--- src/rtl/bsg_cgol_ctrl_seq.sv ---
// Game-of-Life array controller: load handshake, counted/free-run/single-step stepping, settle gaps, abort.
// Define BSG_CGOL_CTRL_PERF_EN to add the busy_cycles_o performance counter.
module bsg_cgol_ctrl_seq #(
  parameter int max_game_length_p = 1024,
  parameter int settle_cycles_p   = 0,
  localparam int game_len_width_lp =
    ((max_game_length_p + 1) <= 1) ? 1 : $clog2(max_game_length_p + 1)
) (
  input  logic                         clk_i,
  input  logic                         reset_n_i,
  input  logic                         en_i,
  input  logic [game_len_width_lp-1:0] frames_i,
  input  logic [1:0]                   mode_i,
  input  logic                         v_i,
  output logic                         ready_o,
  input  logic                         abort_i,
  input  logic                         yumi_i,
  output logic                         v_o,
  output logic [game_len_width_lp-1:0] frames_done_o,
  output logic                         update_o,
  output logic                         en_o
`ifdef BSG_CGOL_CTRL_PERF_EN
  ,output logic [31:0]                 busy_cycles_o
`endif
);

  localparam int settle_width_lp =
    (settle_cycles_p > 1) ? $clog2(settle_cycles_p) : 1;
  localparam logic [settle_width_lp-1:0] settle_init_lp =
    (settle_cycles_p > 0) ? settle_width_lp'(settle_cycles_p - 1) : '0;
  localparam logic [game_len_width_lp-1:0] max_frames_lp =
    game_len_width_lp'(max_game_length_p);

  typedef enum logic [1:0] {eIDLE, eRUN, eSETTLE, eDONE} state_e;

  state_e                         state_q, state_d;
  logic [game_len_width_lp-1:0]   cnt_q, cnt_d;
  logic [game_len_width_lp-1:0]   frames_q, frames_d;
  logic                           free_q, free_d;
  logic [settle_width_lp-1:0]     settle_q, settle_d;

  logic                           mode_free, mode_step;
  logic [game_len_width_lp-1:0]   frames_clamped;
  logic [game_len_width_lp-1:0]   cnt_inc;
  logic                           accept;

  assign mode_free      = (mode_i == 2'd1);
  assign mode_step      = (mode_i == 2'd2);
  assign frames_clamped = (frames_i > max_frames_lp) ? max_frames_lp : frames_i;
  // Saturating increment keeps free-run games from wrapping the reported count.
  assign cnt_inc        = (cnt_q == '1) ? cnt_q : cnt_q + 1'b1;
  assign accept         = update_o;
  assign frames_done_o  = cnt_q;

  always_comb begin
    state_d  = state_q;
    cnt_d    = cnt_q;
    frames_d = frames_q;
    free_d   = free_q;
    settle_d = settle_q;
    ready_o  = 1'b0;
    v_o      = 1'b0;
    update_o = 1'b0;
    en_o     = 1'b0;

    if (en_i) begin
      case (state_q)
        eIDLE: begin
          ready_o = 1'b1;
          if (v_i) begin
            update_o = 1'b1;
            cnt_d    = '0;
            free_d   = mode_free;
            frames_d = mode_step ? game_len_width_lp'(1) : frames_clamped;
            if (!mode_free && !mode_step && (frames_clamped == '0))
              state_d = eDONE;
            else
              state_d = eRUN;
          end
        end

        eRUN: begin
          if (abort_i) begin
            state_d = eDONE;
          end else begin
            en_o  = 1'b1;
            cnt_d = cnt_inc;
            if (settle_cycles_p > 0) begin
              state_d  = eSETTLE;
              settle_d = settle_init_lp;
            end else if (!free_q && (cnt_inc == frames_q)) begin
              state_d = eDONE;
            end else begin
              state_d = eRUN;
            end
          end
        end

        eSETTLE: begin
          if (abort_i) begin
            state_d = eDONE;
          end else if (settle_q == '0) begin
            state_d = (!free_q && (cnt_q == frames_q)) ? eDONE : eRUN;
          end else begin
            settle_d = settle_q - 1'b1;
          end
        end

        eDONE: begin
          v_o = 1'b1;
          if (yumi_i)
            state_d = eIDLE;
        end

        default: state_d = eIDLE;
      endcase
    end
  end

  always_ff @(posedge clk_i or negedge reset_n_i) begin
    if (!reset_n_i) begin
      state_q  <= eIDLE;
      cnt_q    <= '0;
      frames_q <= '0;
      free_q   <= 1'b0;
      settle_q <= '0;
    end else begin
      state_q  <= state_d;
      cnt_q    <= cnt_d;
      frames_q <= frames_d;
      free_q   <= free_d;
      settle_q <= settle_d;
    end
  end

`ifdef BSG_CGOL_CTRL_PERF_EN
  logic [31:0] busy_q, busy_d;

  // Counts every enabled cycle in eRUN/eSETTLE, including an aborting cycle.
  always_comb begin
    busy_d = busy_q;
    if (accept)
      busy_d = '0;
    else if (en_i && ((state_q == eRUN) || (state_q == eSETTLE)) && (busy_q != '1))
      busy_d = busy_q + 32'd1;
  end

  always_ff @(posedge clk_i or negedge reset_n_i) begin
    if (!reset_n_i)
      busy_q <= '0;
    else
      busy_q <= busy_d;
  end

  assign busy_cycles_o = busy_q;
`endif

endmodule

--- config.mk ---
export PLATFORM = sky130hd
export DESIGN_NAME = bsg_cgol_ctrl_seq
export DESIGN_NICKNAME = d
export VERILOG_FILES = /design/src/rtl/bsg_cgol_ctrl_seq.sv
export SDC_FILE = /design/constraint.sdc
export NUM_CORES = 1
export LEC_CHECK = 0
export ABC_AREA = 1
export CAP_MARGIN = 20
export CORE_MARGIN = 2
export CORE_UTILIZATION = 65
export DETAILED_ROUTE_END_ITERATION = 10
export DONT_BUFFER_PORTS = 1
export PLACE_DENSITY = 0.91
export SLEW_MARGIN = 20
export SYNTH_ARGS = -nofsm -noshare
export SYNTH_HDL_FRONTEND = slang
export SYNTH_SLANG_ARGS = --single-unit
--- constraint.sdc ---
create_clock -name clk_i -period 5.8 [get_ports clk_i]
set_input_delay 0.87 -clock clk_i [delete_from_list [all_inputs] [get_ports clk_i]]
set_output_delay 0.87 -clock clk_i [all_outputs]
set_load 0.02 [all_outputs]
After elaboration in Yosys (flattened, before gate mapping)
Index checks and enable logic that the tools add are counted.
Word-level totals
  bits in registers: 26
  bits of input ports: 19
  output and inout bits: 15
  logic and storage cells: 61
Cells by class
  $add $sub $neg: 2
  magnitude comparators: 1
  eq/ne operators: 12
  mux-type cells: 26
  bitwise logic cells: 1
  reduce and logical (&&, ||, !) cells: 14
Operators by type and width (number)
  11-bit two-way mux: 5
  11-bit equality test: 2
  11-bit case mux with 2 select lines: 1
  2-bit two-way mux: 8
  11-bit by 1-bit adder with 11-bit output (second input constant): 1
  11-bit equality test (second input constant): 1
  11-bit greater-than comparator (second input constant): 1
  11-bit logical NOT: 1
  1-bit two-way mux: 11
  2-bit case mux with 4 select lines: 1
  4-bit AND reduction: 2
  2-bit equality test (second input constant): 3
  2-bit inequality test (second input constant): 3
  3-bit AND reduction: 2
  2-bit by 1-bit equality test with 1-bit output (second input constant): 2
  1-bit logical AND: 4
  1-bit logical NOT: 3
  3-bit inequality test (second input constant): 1
  2-bit logical NOT: 1
  2-bit nonzero test: 1
  1-bit inverter: 1
  1-bit subtractor (second input constant): 1

Logic depth before layout (Yosys ltp)
  word-level depth: 7
  mapped depth: 15
  gate-level depth less buffers: 15

Least setup slack after synthesis
Ideal clock, no wire load.
  path type: input port to output port
  start: in en_i
  end: out update_o
  arrival: 1420 ps
  data required time: 4930 ps
  slack: 3510 ps
  cell stages on the path: 3
  buffers on the path: 1
  path through: nand2_1 > nor2_1 > clkbuf_1
On the way
  longest elaborated chain between the ends: 1
Ends and longest elaborated chain
  start: declaration: line 11  | input logic en_i,
  1-bit two-way mux: line 66  | if (en_i) begin
  end: declaration: line 20  | output logic update_o,
No other way between the ends.

Worst setup path after layout
  start: reg state_q[0]
  end: reg cnt_q[10] (netlist: frames_done_o[10])
On the way
  longest elaborated chain between the ends: 3
Ends and longest elaborated chain
  start: declaration: line 36  | state_e state_q, state_d;
  start signal: assignment: line 122  | state_q <= eIDLE;
  start signal: assignment: line 128  | state_q <= state_d;
  2-bit by 1-bit equality test with 1-bit output / 2-bit logical NOT (equally long branches): line 67  | case (state_q)
  2-bit inequality test (no source line) / 2-bit nonzero test (equally long branches)
  4-bit AND reduction (no source line)
  end signal: assignment: line 129  | cnt_q <= cnt_d;
  end: declaration: line 37  | logic [game_len_width_lp-1:0] cnt_q, cnt_d;
Several ways; a longest one is shown, not always the timed one.
A chain may end at the register's enable or synchronous reset.

==> results by group <==
Status
  • Status: completed

Layout
  • Nets: 292
  • Finished Layout Cells: 296
  • Area grow syn2layout: 1.876%
  • Fin util: 69.57%
  • Antenna cells: 0
  • Share of layout cells above drive strength 1: 7.170%

Pwr
  • Sw frac: 52.05%
  • Power Internal: around 0.45 mW
  • PD cells: a little under 500 nW/um^2
  • Static Leak: 0.9862 nW
  • Gate power share: 52.2%
  • Pwr Total: 0.9291 mW
  • Max VDD drop: 0.0003611 V
  • P_sw: about 0.48 mW
  • Clk pwr share: 8.9%
  • Reg power frac: between 30 and 40%

Floorplan
  • Initial Util: 68.28%
  • Die H: around 58 um
  • Area of the core: around 2700 um^2
  • Die Width: 57.59 um
  • Die Area: 3317 um^2
  • # IOs: 34
  • FP Rows: 19

Route
  • WL final: 4288 um
  • Remaining antenna violation count: 0
  • Residual DRC: 0
  • Wire per inst: 14.49 um
  • WL met1: 1888 um
  • Top sig layer: met4
  • Vias per cell: 6.014
  • DR WL met2: 2039 um
  • First DRT Iteration DRCs: 103
  • Via count: 1780
  • Met3 WL: 295 um
  • First-pass DRT Iterations: 4

Placed design
  • Gpl congestion: 0.8799
  • DP Wirelength: 3374 um
  • IO buf count: 0
  • Placed cells: 292

Logic synthesis
  • Post-synth EDFFs: 0
  • Cell count after synthesis: 267
  • Register area share after synthesis: around a third
  • Area share of the largest cell type after synthesis: 33.51%
  • FF+latch count, synth: 25
  • Syn Area/Cell: 6.992 um^2
  • Post-synth net total: 293
  • Top_reg_cell synth: dfrtp_1
  • Main area contributors after synthesis: dfrtp_1 (34%), nand2_1 (13%), nand3_1 (10%)
  • Synthesized area: 1867 um^2
  • Synth area leader: dfrtp_1
  • Yosys cell types: 33
  • Yosys Warn Count: 0
  • Ys async rst share: 100.0%

Global route
  • Largest net degree at the start of global routing: 26
  • Initial antenna violation count: 0
  • Grt ovf: 0
  • Vias in the first global route: 1639
  • First-pass GRT wire length: 7176 um
  • Gr usage total: 27.91%

Setup path
  • Setup crit end kind: flop
  • Max Fanout on Critical Path: 15
  • WS Path Type: reg -> reg
  • Worst Setup Start Kind: flop
  • Crit path from: state_q[0]
  • Crit path arrival time: 3.28 ns
  • FF-to-FF Start: state_q[0]
  • Req. time, crit path: roughly 6.1 ns

STA
  • Slew Limit Fails: 0
  • Sum Neg Setup Slack: 0 ns
  • Hold Violations, Final: 0
  • Tcrit/Tclk final: 52.14%
  • Min cycle time layout: 3.024 ns
  • # setup viols final: 0
  • Fin Hold WS: 0.1994 ns
  • RSZ-0062 raised after global routing: false
  • Fmax: 330.7 MHz
  • Clk_skew: 0.01303 ns
  • Slew @ Worst Pin: just over 1 ns
  • Rel. slew slack: a little under a third

Clock tree
  • Post-CTS setup buffers: 0
  • Clock Latency Late Sink: 0.34 ns
  • Hold Buf Count CTS: 0
  • Worst-path clk slew: approximately 0.15 ns
  • Num CTS Buffers: 3
  • PostCTS Resize Cnt: 0
  • Clock Sinks: 25
  • CTS tree: yes
  • H-tree depth: 1
  • Root Driver: clkbuf_4
  • Clock Tree Buf Depth: 2

Flow run
  • Max Cap Viol: 0

Hold path
  • Worst min path class: in -> async
-- critical path: stages, from the launching register on --
cell and delay (ns):
dfrtp_1 0.44, inv_1 0.10, ha_1 0.23, nand2_1 0.09, nor2_1 0.71, inv_1 0.25, o21ai_1 0.85, nand3_1 0.15
o21ai_0 0.12
-- cells by family after synthesis --
logic type / Yosys count / synth area share (%)
buffers and inverters: 49 / 10.32
XOR/XNOR: 1 / 0.4693
AO/OA/AOI/OAI: 42 / 13.41
AND/OR/NAND/NOR: 143 / 37.60
flip-flops: 25 / 33.51
adder cells (fa/ha/maj): 7 / 4.691
-- final cells by class --
type	count	area [um^2]
well taps	31	38.79
flip-flops and latches	25	625.6
clock inverters	1	5.005
inverters	43	161.4
fillers	251	832.0
clock buffers	3	22.52
multi-input cells	193	1049
-- power by group through the flow --
stage          registers (mW)  clock network, mW  logic, mW
2_1_floorplan           0.347                  0      0.393
3_3_place_gp            0.363                  0      0.464
3_5_place_dp            0.367                  0      0.477
4_1_cts                 0.362             0.0817      0.478
5_1_grt                 0.375             0.0873      0.553
6_report                0.362             0.0824      0.485
-- per-stage QoR --
stage | instance area, um^2 | setup slack (ns)
4_1_cts | 1902 | 2.794
3_5_place_dp | 1874 | 2.691
2_1_floorplan | 1867 | 3.510
3_3_place_gp | 1874 | 2.807
6_report | 1902 | 2.776
5_1_grt | 1902 | 2.521
-- cell usage after synthesis, types with 2 or more instances --
master,count
nand2_2,2
nand2_1,66
a21oi_1,7
o21ai_0,17
nor2_1,15
o22ai_1,6
nand2_4,2
ha_1,7
nand4_1,6
a22o_1,2
nand3_1,39
nand3_2,5
dfrtp_1,25
clkbuf_1,4
nor4_1,2
o21bai_1,4
inv_1,42
-- cell usage in the layout, fill, tap and decap left out, types with 6 or more instances in the layout --
cell type / n
nand2_1: 66
inv_1: 42
a21oi_1: 7
o21ai_0: 17
ha_1: 7
dfrtp_1: 25
nor2_1: 15
nand3_1: 39
nand4_1: 6
o22ai_1: 6
-- sequential cells by signal, summed over array words and instances (netlist names) --
register       flops
free_q             1
frames_q          11
frames_done_o     11
state_q            2
-- worst paths after layout --
check | end | slack [ns] | depth (start not counted)
max | frames_done_o[10] | 2.78 | 8
min | frames_q[9] | 0.20 | 0
max reg2reg | frames_done_o[10] | 2.78 | 8
min reg2reg | frames_q[10] | 0.55 | 1
max in group asynchronous | frames_done_o[0] | 5.51 | 0
min in group clk_i | frames_q[10] | 0.55 | 1
-- layer usage --
| layer | GRT usage [%] | vias up |
|---|---|---|
| met3 | 3.401 | 7 |
| li1 | - | 882 |
| met2 | 44.48 | 84 |
| met4 | 9.967 | 0 |
| met1 | 39.30 | 807 |
| met5 | 0 | - |
(Power assumes the default switching activity.)
